===== src/rtl/multi_channel_accum_top.sv =====
// multi_channel_accum_top
//   NUM_CH independent accumulator channels. Each channel adds up DEPTH
//   unsigned samples, or fewer when flush closes it early, and then holds
//   the result. A round-robin arbiter moves held results, one per cycle,
//   into a single valid/ready output register.
//
// Ports
//   clk        rising-edge clock
//   rst        synchronous, active-high reset
//   in_valid   per-channel sample valid            [NUM_CH]
//   in_ready   per-channel sample ready (low in HOLD) [NUM_CH]
//   in_data    channel i at [i*WIDTH +: WIDTH], unsigned
//   flush      pulse that closes every channel with a nonzero count
//   out_valid  result valid
//   out_ready  result accept
//   out_data   sum of the closed group            [SUM_W]
//   out_ch     source channel index               [CH_W]
//   out_count  samples in the sum, 1..DEPTH       [CNT_W]
module multi_channel_accum_top #(
  parameter int NUM_CH = 4,
  parameter int WIDTH  = 8,
  parameter int DEPTH  = 4,
  localparam int SUM_W = WIDTH + $clog2(DEPTH),
  localparam int CH_W  = (NUM_CH > 1) ? $clog2(NUM_CH) : 1,
  localparam int CNT_W = $clog2(DEPTH) + 1
) (
  input  logic                    clk,
  input  logic                    rst,
  input  logic [NUM_CH-1:0]       in_valid,
  output logic [NUM_CH-1:0]       in_ready,
  input  logic [NUM_CH*WIDTH-1:0] in_data,
  input  logic                    flush,
  output logic                    out_valid,
  input  logic                    out_ready,
  output logic [SUM_W-1:0]        out_data,
  output logic [CH_W-1:0]         out_ch,
  output logic [CNT_W-1:0]        out_count
);

  logic [NUM_CH-1:0] hold_q, hold_d;
  logic [SUM_W-1:0]  sum_q [NUM_CH];
  logic [SUM_W-1:0]  sum_d [NUM_CH];
  logic [CNT_W-1:0]  cnt_q [NUM_CH];
  logic [CNT_W-1:0]  cnt_d [NUM_CH];
  logic [SUM_W-1:0]  acc_sum [NUM_CH];
  logic [CNT_W-1:0]  acc_cnt [NUM_CH];
  logic [NUM_CH-1:0] accept;

  logic [CH_W-1:0]   ptr_q, ptr_d;
  logic [CH_W-1:0]   gnt_idx, cand;
  logic              found, load;

  logic              out_valid_q, out_valid_d;
  logic [SUM_W-1:0]  out_data_q, out_data_d;
  logic [CH_W-1:0]   out_ch_q, out_ch_d;
  logic [CNT_W-1:0]  out_count_q, out_count_d;

  assign in_ready  = ~hold_q;
  assign out_valid = out_valid_q;
  assign out_data  = out_data_q;
  assign out_ch    = out_ch_q;
  assign out_count = out_count_q;

  // Stage: channel accumulation (sample folded in before the close test,
  // so a flush on the same cycle as an accept includes that sample)
  always_comb begin
    for (int i = 0; i < NUM_CH; i++) begin
      accept[i]  = in_valid[i] && !hold_q[i];
      acc_sum[i] = sum_q[i] + (accept[i] ? SUM_W'(in_data[i*WIDTH +: WIDTH]) : '0);
      acc_cnt[i] = cnt_q[i] + CNT_W'(accept[i]);
    end
  end

  // Stage: round-robin grant, searching from ptr+1 so the last winner
  // has lowest priority next time
  always_comb begin
    gnt_idx = ptr_q;
    cand    = '0;
    found   = 1'b0;
    for (int k = 1; k <= NUM_CH; k++) begin
      cand = CH_W'((int'(ptr_q) + k) % NUM_CH);
      if (!found && hold_q[cand]) begin
        gnt_idx = cand;
        found   = 1'b1;
      end
    end
    load = (!out_valid_q || out_ready) && found;
  end

  // Stage: channel next state
  always_comb begin
    hold_d = hold_q;
    for (int i = 0; i < NUM_CH; i++) begin
      sum_d[i] = sum_q[i];
      cnt_d[i] = cnt_q[i];
      if (hold_q[i]) begin
        if (load && gnt_idx == CH_W'(i)) begin
          hold_d[i] = 1'b0;
          sum_d[i]  = '0;
          cnt_d[i]  = '0;
        end
      end else begin
        sum_d[i] = acc_sum[i];
        cnt_d[i] = acc_cnt[i];
        if (acc_cnt[i] == CNT_W'(DEPTH) || (flush && acc_cnt[i] != '0))
          hold_d[i] = 1'b1;
      end
    end
  end

  // Stage: output register
  always_comb begin
    out_valid_d = out_valid_q;
    out_data_d  = out_data_q;
    out_ch_d    = out_ch_q;
    out_count_d = out_count_q;
    ptr_d       = ptr_q;
    if (load) begin
      out_valid_d = 1'b1;
      out_data_d  = sum_q[gnt_idx];
      out_ch_d    = gnt_idx;
      out_count_d = cnt_q[gnt_idx];
      ptr_d       = gnt_idx;
    end else if (out_valid_q && out_ready) begin
      out_valid_d = 1'b0;
    end
  end

  always_ff @(posedge clk) begin
    if (rst) begin
      hold_q      <= '0;
      ptr_q       <= CH_W'(NUM_CH - 1);
      out_valid_q <= 1'b0;
      out_data_q  <= '0;
      out_ch_q    <= '0;
      out_count_q <= '0;
      for (int i = 0; i < NUM_CH; i++) begin
        sum_q[i] <= '0;
        cnt_q[i] <= '0;
      end
    end else begin
      hold_q      <= hold_d;
      ptr_q       <= ptr_d;
      out_valid_q <= out_valid_d;
      out_data_q  <= out_data_d;
      out_ch_q    <= out_ch_d;
      out_count_q <= out_count_d;
      for (int i = 0; i < NUM_CH; i++) begin
        sum_q[i] <= sum_d[i];
        cnt_q[i] <= cnt_d[i];
      end
    end
  end

endmodule


===== config.mk =====
export PLATFORM = sky130hd
export DESIGN_NAME = multi_channel_accum_top
export DESIGN_NICKNAME = d
export VERILOG_FILES = /design/src/rtl/multi_channel_accum_top.sv
export SDC_FILE = /design/constraint.sdc
export NUM_CORES = 1
export LEC_CHECK = 0
export CAP_MARGIN = 20
export CELL_PAD_IN_SITES_DETAIL_PLACEMENT = 0
export CELL_PAD_IN_SITES_GLOBAL_PLACEMENT = 1
export CORE_AREA = 2 2 140 88
export CTS_BUF_LIST = sky130_fd_sc_hd__clkbuf_4
export DETAILED_ROUTE_END_ITERATION = 8
export DIE_AREA = 0 0 142 90
export PLACE_DENSITY_LB_ADDON = 0.1
export SYNTH_ARGS = -nofsm -noshare
export SYNTH_HDL_FRONTEND = slang
export SYNTH_SLANG_ARGS = --single-unit

===== constraint.sdc =====
create_clock -name clk -period 3.3 [get_ports clk]
set_clock_uncertainty 0.1 [all_clocks]
set_input_delay 0.825 -clock clk [delete_from_list [all_inputs] [get_ports clk]]
set_output_delay 0.825 -clock clk [all_outputs]
set_load 0.05 [all_outputs]

==> impl_metrics.tcl, run 1 <==
set metrics [dict create \
    synth_top_family_by_area "compound AO/OA/AOI/OAI gates" \
    clk_latency_ns 0.44 \
    dieArea_mm2 0.0128 \
    cts_setup_buffers 0 \
    seqPwrFrac 0.283 \
    p_comb_frac 0.600 \
    synth_cells 563 \
    ys.flop_type "dfxtp_1" \
    whs_path_depth 2 \
    synthMuxAreaShare 0.0277 \
    htreeDepth 3 \
    p_clk_frac 0.117 \
    hp-class "reg -> reg" \
    min_period_over_period 0.929 \
    slowest_delay_ns 0.47 \
    rr_startpoint "hold_q[2]$_SDFF_PP0_" \
    stdcell_count 791 \
    die_y_um 90 \
    clock-root-buffer "clkbuf_4" \
    worstPathRequired_ns 3.60 \
    start_util 0.437 \
    switching_power_w 0.00267 \
    dr_total_vias 4456 \
    path_buf_inv 2 \
    synth-adder-area-share 0.115 \
    worstSetupPathType "in -> reg" \
    wire_per_inst_um 17.4 \
    end_kind "flip-flop" \
    nNetsFinal 722 \
    relSlewSlack 0.508 \
    cp.arrival_ns 3.36 \
    dp_cells 775 \
    max_cap_violations 0 \
    cts_resized 0 \
    fin_area_mm2 0.00610 \
    worstReg2RegEnd "sum_q[2][9]$_SDFFE_PP0P_" \
    setup_ws_ns 0.234 \
    num_rows 31 \
    port_buffers 59 \
    internal-power_w 0.00291 \
    rsz0062_at_grt "false" \
    final_layout_size_suffix_gt1_frac 0.123 \
    synth_cell_type_count 74 \
    async_flop_share 0 \
    cp_max_fo 3 \
    cpMaxStageDelayCell "clkdlybuf4s50_1" \
    ant_nets 0 \
    final_core_util 0.526 \
    grt.overflow.total 0 \
    r2r_cells 10 \
    whs_ns 0.371 \
    place_ws_ns -0.212 \
    cts.path.max_buffers 2 \
    grt_pass1_vias 4133 \
    place_area_mm2 0.00594 \
    cts_buffers 9 \
    antenna_found_initial 0 \
    critPathTopFamily "compound AO/OA/AOI/OAI gates" \
    drt_iter0_markers 288 \
    maxSlewViolCount 0 \
    power.leakage_nw 2.50 \
    synth-compound-area-share 0.285 \
    area_growth_pct 20.4 \
    yosys.area.top_type "dfxtp_1" \
    fmax_mhz 326 \
    setup_violations 0 \
    place.gp.congestion 0.865 \
    n_antenna_cell 0 \
    layout_common_cells "74 x dfxtp_1, 58 x clkdlybuf4s50_1, 43 x nor2_1" \
    synth_area_per_cell_um2 8.99 \
    path_cells "clkdlybuf4s50_1 > nor2b_1 > and2_1 > ha_1 > inv_1 > fa_1 > nand2b_1 > a21oi_1 > o311ai_0 > a2111oi_0 > nand3b_1" \
    synth_xor_area_frac 0.0311 \
    ctsHoldBuffers 0 \
    worstHoldStart "out_ch[1]$_SDFFE_PP0P_" \
    hold_path_end "out_ch[1]$_SDFFE_PP0P_" \
    tightest_slew_ns 0.735 \
    clk_pin_slew_worst_paths_ns 0.13 \
    r2r_slack_ns 0.54 \
    power.share.switching 0.479 \
    synth-seq-cells 74 \
    yosysWarnings 0 \
    status "finished clean" \
    syn_nets 647 \
    synthSimpleGateAreaFrac 0.196 \
    startpoint_type "primary input" \
    grt_usage 0.222 \
    synth_area_leaders "dfxtp_1 29%, ha_1 9.9%, a22o_1 4.8%" \
    yosysSeqAreaShare 0.293 \
    grt_max_degree 22 \
    finalCriticalPeriod_ns 3.07 \
    cts_tree "yes" \
    drt-pass1-iter-count 4 \
    grt_pass1_wl_mm 22.2 \
    drc 0 \
    die_w_um 142 \
    synth_area_mm2 0.00506 \
    viasPerCell 5.63 \
    hold_viol_final 0 \
    synth_edf_count 0 \
    wl_mm 13.8 \
    power_density_mw_per_mm2 916 \
    ioPinCount 60 \
    dpl.hpwl_mm 10.8 \
    vdd_drop_max_v 0.000389 \
    synth_top_area_frac 0.293 \
    layout_commonest_cell "dfxtp_1" \
    cts_sinks 74 \
    core_mm2 0.0116 \
]
## metal layers
| layer | track usage | vias to the layer above | part of all wire |
|---|---|---|---|
| met4 | 0.0383 | 0 | 0.010 |
| met5 | 0 | - | 0 |
| met3 | 0.0453 | 12 | 0.057 |
| met1 | 0.362 | 2083 | 0.54 |
| met2 | 0.295 | 101 | 0.39 |
| li1 | - | 2260 | - |
## worst reg2reg max path, stage by stage (launching register included)
cell and delay (ns):
dfxtp_1 0.66, nor2b_1 0.11, buf_4 0.18, nand2_1 0.11
inv_1 0.05, ha_1 0.27, a21oi_1 0.25, a2bb2oi_1 0.30
a21oi_1 0.13, a2111oi_1 0.41, a21bo_1 0.16
## stage by stage
stage | power (W) | TNS (ns)
2_1_floorplan | 0.00395 | 0
3_3_place_gp | 0.00490 | -0.594
3_5_place_dp | 0.00494 | -1.13
4_1_cts | 0.00560 | 0
5_1_grt | 0.00599 | 0
6_report | 0.00558 | 0
## cell families after synthesis
| logic type | after synthesis |
|---|---|
| AOI/OAI and AO/OA | 178 |
| and+or+nand+nor | 177 |
| DFF | 74 |
| buffers and inverters | 58 |
| adders and majority gates | 44 |
| xor gates and xnor gates | 18 |
| muxes | 14 |
## registers in the layout (all words and copies together), names as in the netlist
name       flops
out_data      10
sum_q         40
cnt_q         12
ptr_q          2
out_valid      1
out_count      3
hold_q         4
out_ch         2
## synth_stat cells (all sizes together), types with 6 or more instances
| library cell | count |
|---|---|
| clkbuf | 13 |
| nor3 | 14 |
| a2111oi | 16 |
| nor2b | 12 |
| nor2 | 44 |
| a21oi | 34 |
| or3 | 9 |
| dfxtp | 74 |
| a32o | 6 |
| mux2i | 14 |
| a211oi | 21 |
| ha | 40 |
| o21ai | 23 |
| buf | 15 |
| xnor2 | 15 |
| nand2 | 22 |
| and4 | 10 |
| a22o | 28 |
| and2 | 29 |
| inv | 30 |
| nand3 | 8 |
| a21o | 11 |
| nand2b | 15 |
## final cells by class
cell class	instances	area [um^2]
timing repair buffer	92	846
fill	1112	5500
sequential	74	1480
inverter	30	113
clock buffer	10	75.1
tap	148	185
clock inverter	6	81.3
multi-input combinational	431	3310
## power by group through the flow
stage	Sequential (W)	Combinational (W)	Clock [W]
2_1_floorplan	0.00162	0.00233	0
3_3_place_gp	0.00159	0.00331	0
3_5_place_dp	0.00160	0.00334	0
4_1_cts	0.00158	0.00335	0.000665
5_1_grt	0.00162	0.00366	0.000701
6_report	0.00158	0.00335	0.000652
## worst max-delay path by stage
stage                      startpoint                  endpoint  slack [ns]  cells after the start
final                     in_valid[0]  sum_q[0][8]$_SDFFE_PP0P_        0.23                     11
after global routing      in_valid[0]  sum_q[0][8]$_SDFFE_PP0P_        0.05                     11
after CTS                 in_valid[0]  sum_q[0][8]$_SDFFE_PP0P_        0.25                     11
after detailed placement  in_valid[0]  sum_q[0][8]$_SDFFE_PP0P_       -0.21                     11
after global placement    in_valid[0]  sum_q[0][8]$_SDFFE_PP0P_       -0.12                     11
after floorplan           in_valid[0]  sum_q[0][8]$_SDFFE_PP0P_        0.32                     11
Power figures use the tool's default switching activity.
==> run 2: changes to the inputs <==
- CORE_AREA: 2 2 140 88 -> 2 2 149 93
- DIE_AREA: 0 0 142 90 -> 0 0 151 95
- SETUP_SLACK_MARGIN: default -> 0.3
==> run 2 against run 1 <==
Power rose by 2.8%; first-iteration DRC count fell by 8.3%; non-clock buffer count rose by 5; count of clock-buffer cells in the layout did not move; fmax rose by 6.1%; largest cell class unchanged; largest power group unchanged.
==> impl_metrics.tcl, run 2 (synthesis gave the netlist of run 1 again) <==
set metrics [dict create \
    place.gp.congestion 0.843 \
    fmax_mhz 346 \
    status "finished clean" \
    cp.arrival_ns 3.14 \
    cp_max_fo 4 \
    dr_total_vias 4493 \
    startpoint_type "primary input" \
    grt_pass1_wl_mm 22.3 \
    power_w 0.00574 \
    layout_commonest_cell "dfxtp_1" \
    max_cap_violations 0 \
    grt_usage 0.206 \
    finalCriticalPeriod_ns 2.89 \
    cts_tree "yes" \
    hold_viol_final 0 \
    dieArea_mm2 0.0143 \
    ioPinCount 60 \
    power_density_mw_per_mm2 916 \
    rr_startpoint "hold_q[1]$_SDFF_PP0_" \
    drt_iter0_markers 264 \
    relSlewSlack 0.480 \
    end_kind "flip-flop" \
    htreeDepth 3 \
    clk_pin_slew_worst_paths_ns 0.12 \
    drc 0 \
    worstHoldStart "out_ch[1]$_SDFFE_PP0P_" \
    final_layout_size_suffix_gt1_frac 0.151 \
    clk_latency_ns 0.44 \
    grt_pass1_vias 4154 \
    layout_common_cells "73 x dfxtp_1, 56 x clkdlybuf4s50_1, 43 x nor2_1" \
    power.leakage_nw 2.59 \
    drt-pass1-iter-count 5 \
    die_w_um 151 \
    start_util 0.386 \
    regMostFlops "sum_q" \
    ant_nets 0 \
    setup_ws_ns 0.409 \
    area_growth_pct 23.8 \
    cts_sinks 74 \
    worstSetupPathType "in -> reg" \
    place_ws_ns -0.220 \
    startpoint "in_valid[3]" \
    clock-root-buffer "clkbuf_4" \
    wl_mm 14.4 \
    vdd_drop_max_v 0.000348 \
    grt_max_degree 27 \
    wire_per_inst_um 17.5 \
    dpl.hpwl_mm 11.3 \
    largest_reg_flops 40 \
    final_core_util 0.477 \
    whs_ns 0.364 \
    viasPerCell 5.46 \
    setup_violations 0 \
    maxSlewViolCount 0 \
    port_buffers 59 \
    grt.overflow.total 0 \
    core_mm2 0.0131 \
    hp-class "reg -> reg" \
    min_period_over_period 0.876 \
    die_y_um 95 \
    worstPathRequired_ns 3.55 \
    n_antenna_cell 0 \
    antenna_found_initial 0 \
    rsz0062_at_grt "true" \
    cts_buffers 9 \
    nNetsFinal 727 \
    tightest_slew_ns 0.777 \
    num_rows 33 \
    cts.path.max_buffers 2 \
]
-- run 2: cell count changes in the layout (fill, tap and decap cells not counted), moves of 2 or more --
cell	delta
nand2b_4	+3
buf_4	+5
a21oi_1	-3
dlymetal6s2s_1	+2
clkdlybuf4s50_1	-2
nand2b_1	-3
a21oi_2	+3
-- run 2: area by class of cell --
type / count / area [um^2]
Inverter: 30 / 113
Sequential cell: 74 / 1480
Timing Repair Buffer: 97 / 888
Clock inverter: 6 / 105
Tap cell: 175 / 219
Multi-Input combinational cell: 431 / 3380
Fill cell: 1286 / 6870
Clock buffer: 10 / 75.1
-- run 2: timing repair --
action | CTS | global route
cloned | 0 | 0
pin swaps | 0 | 3
setup endpoints to repair | 1 | 10
gates resized for setup | 1 | 17
hold buffers | 0 | 0
setup buffers | 0 | 0
-- run 2: path summary, 6_finish.rpt --
check / slack, ns / endpoint / cells past startpoint
worst max register to register: 0.76 / sum_q[1][8]$_SDFFE_PP0P_ / 11
worst min-delay path: 0.36 / out_ch[1]$_SDFFE_PP0P_ / 2
worst min register to register: 0.36 / out_ch[1]$_SDFFE_PP0P_ / 2
worst max-delay path: 0.41 / sum_q[3][9]$_SDFFE_PP0P_ / 10
-- run 2: metal layers --
layer | wire length (um) | up-vias | track usage
met2 | 5740 | 97 | 0.287
met4 | 87 | 0 | 0.0350
met3 | 615 | 7 | 0.0406
met1 | 7940 | 2124 | 0.325
met5 | 0 | - | 0
li1 | - | 2265 | -
-- run 2: critical path, cell delays in order --
cell and delay, ns:
clkdlybuf4s50_1 0.40, nor2b_4 0.14, buf_4 0.13, and2_1 0.15, ha_1 0.37, o21ai_0 0.13
o21ai_0 0.30, a211oi_1 0.14, or4_1 0.50, o41ai_2 0.06
-- run 2: where the power goes --
group | internal (W) | switching [W]
logic | 0.00141 | 0.00204
registers | 0.00120 | 0.000362
clock network | 0.000388 | 0.000338
total | 0.00300 | 0.00274
-- run 2: through the flow --
step	TNS, ns	area, um^2	instances
after floorplan	0	5060	563
after global placement	-0.228	6010	807
after detailed placement	-0.674	6010	807
after CTS	0	6190	823
after global routing	0	6260	823
final	0	6260	823
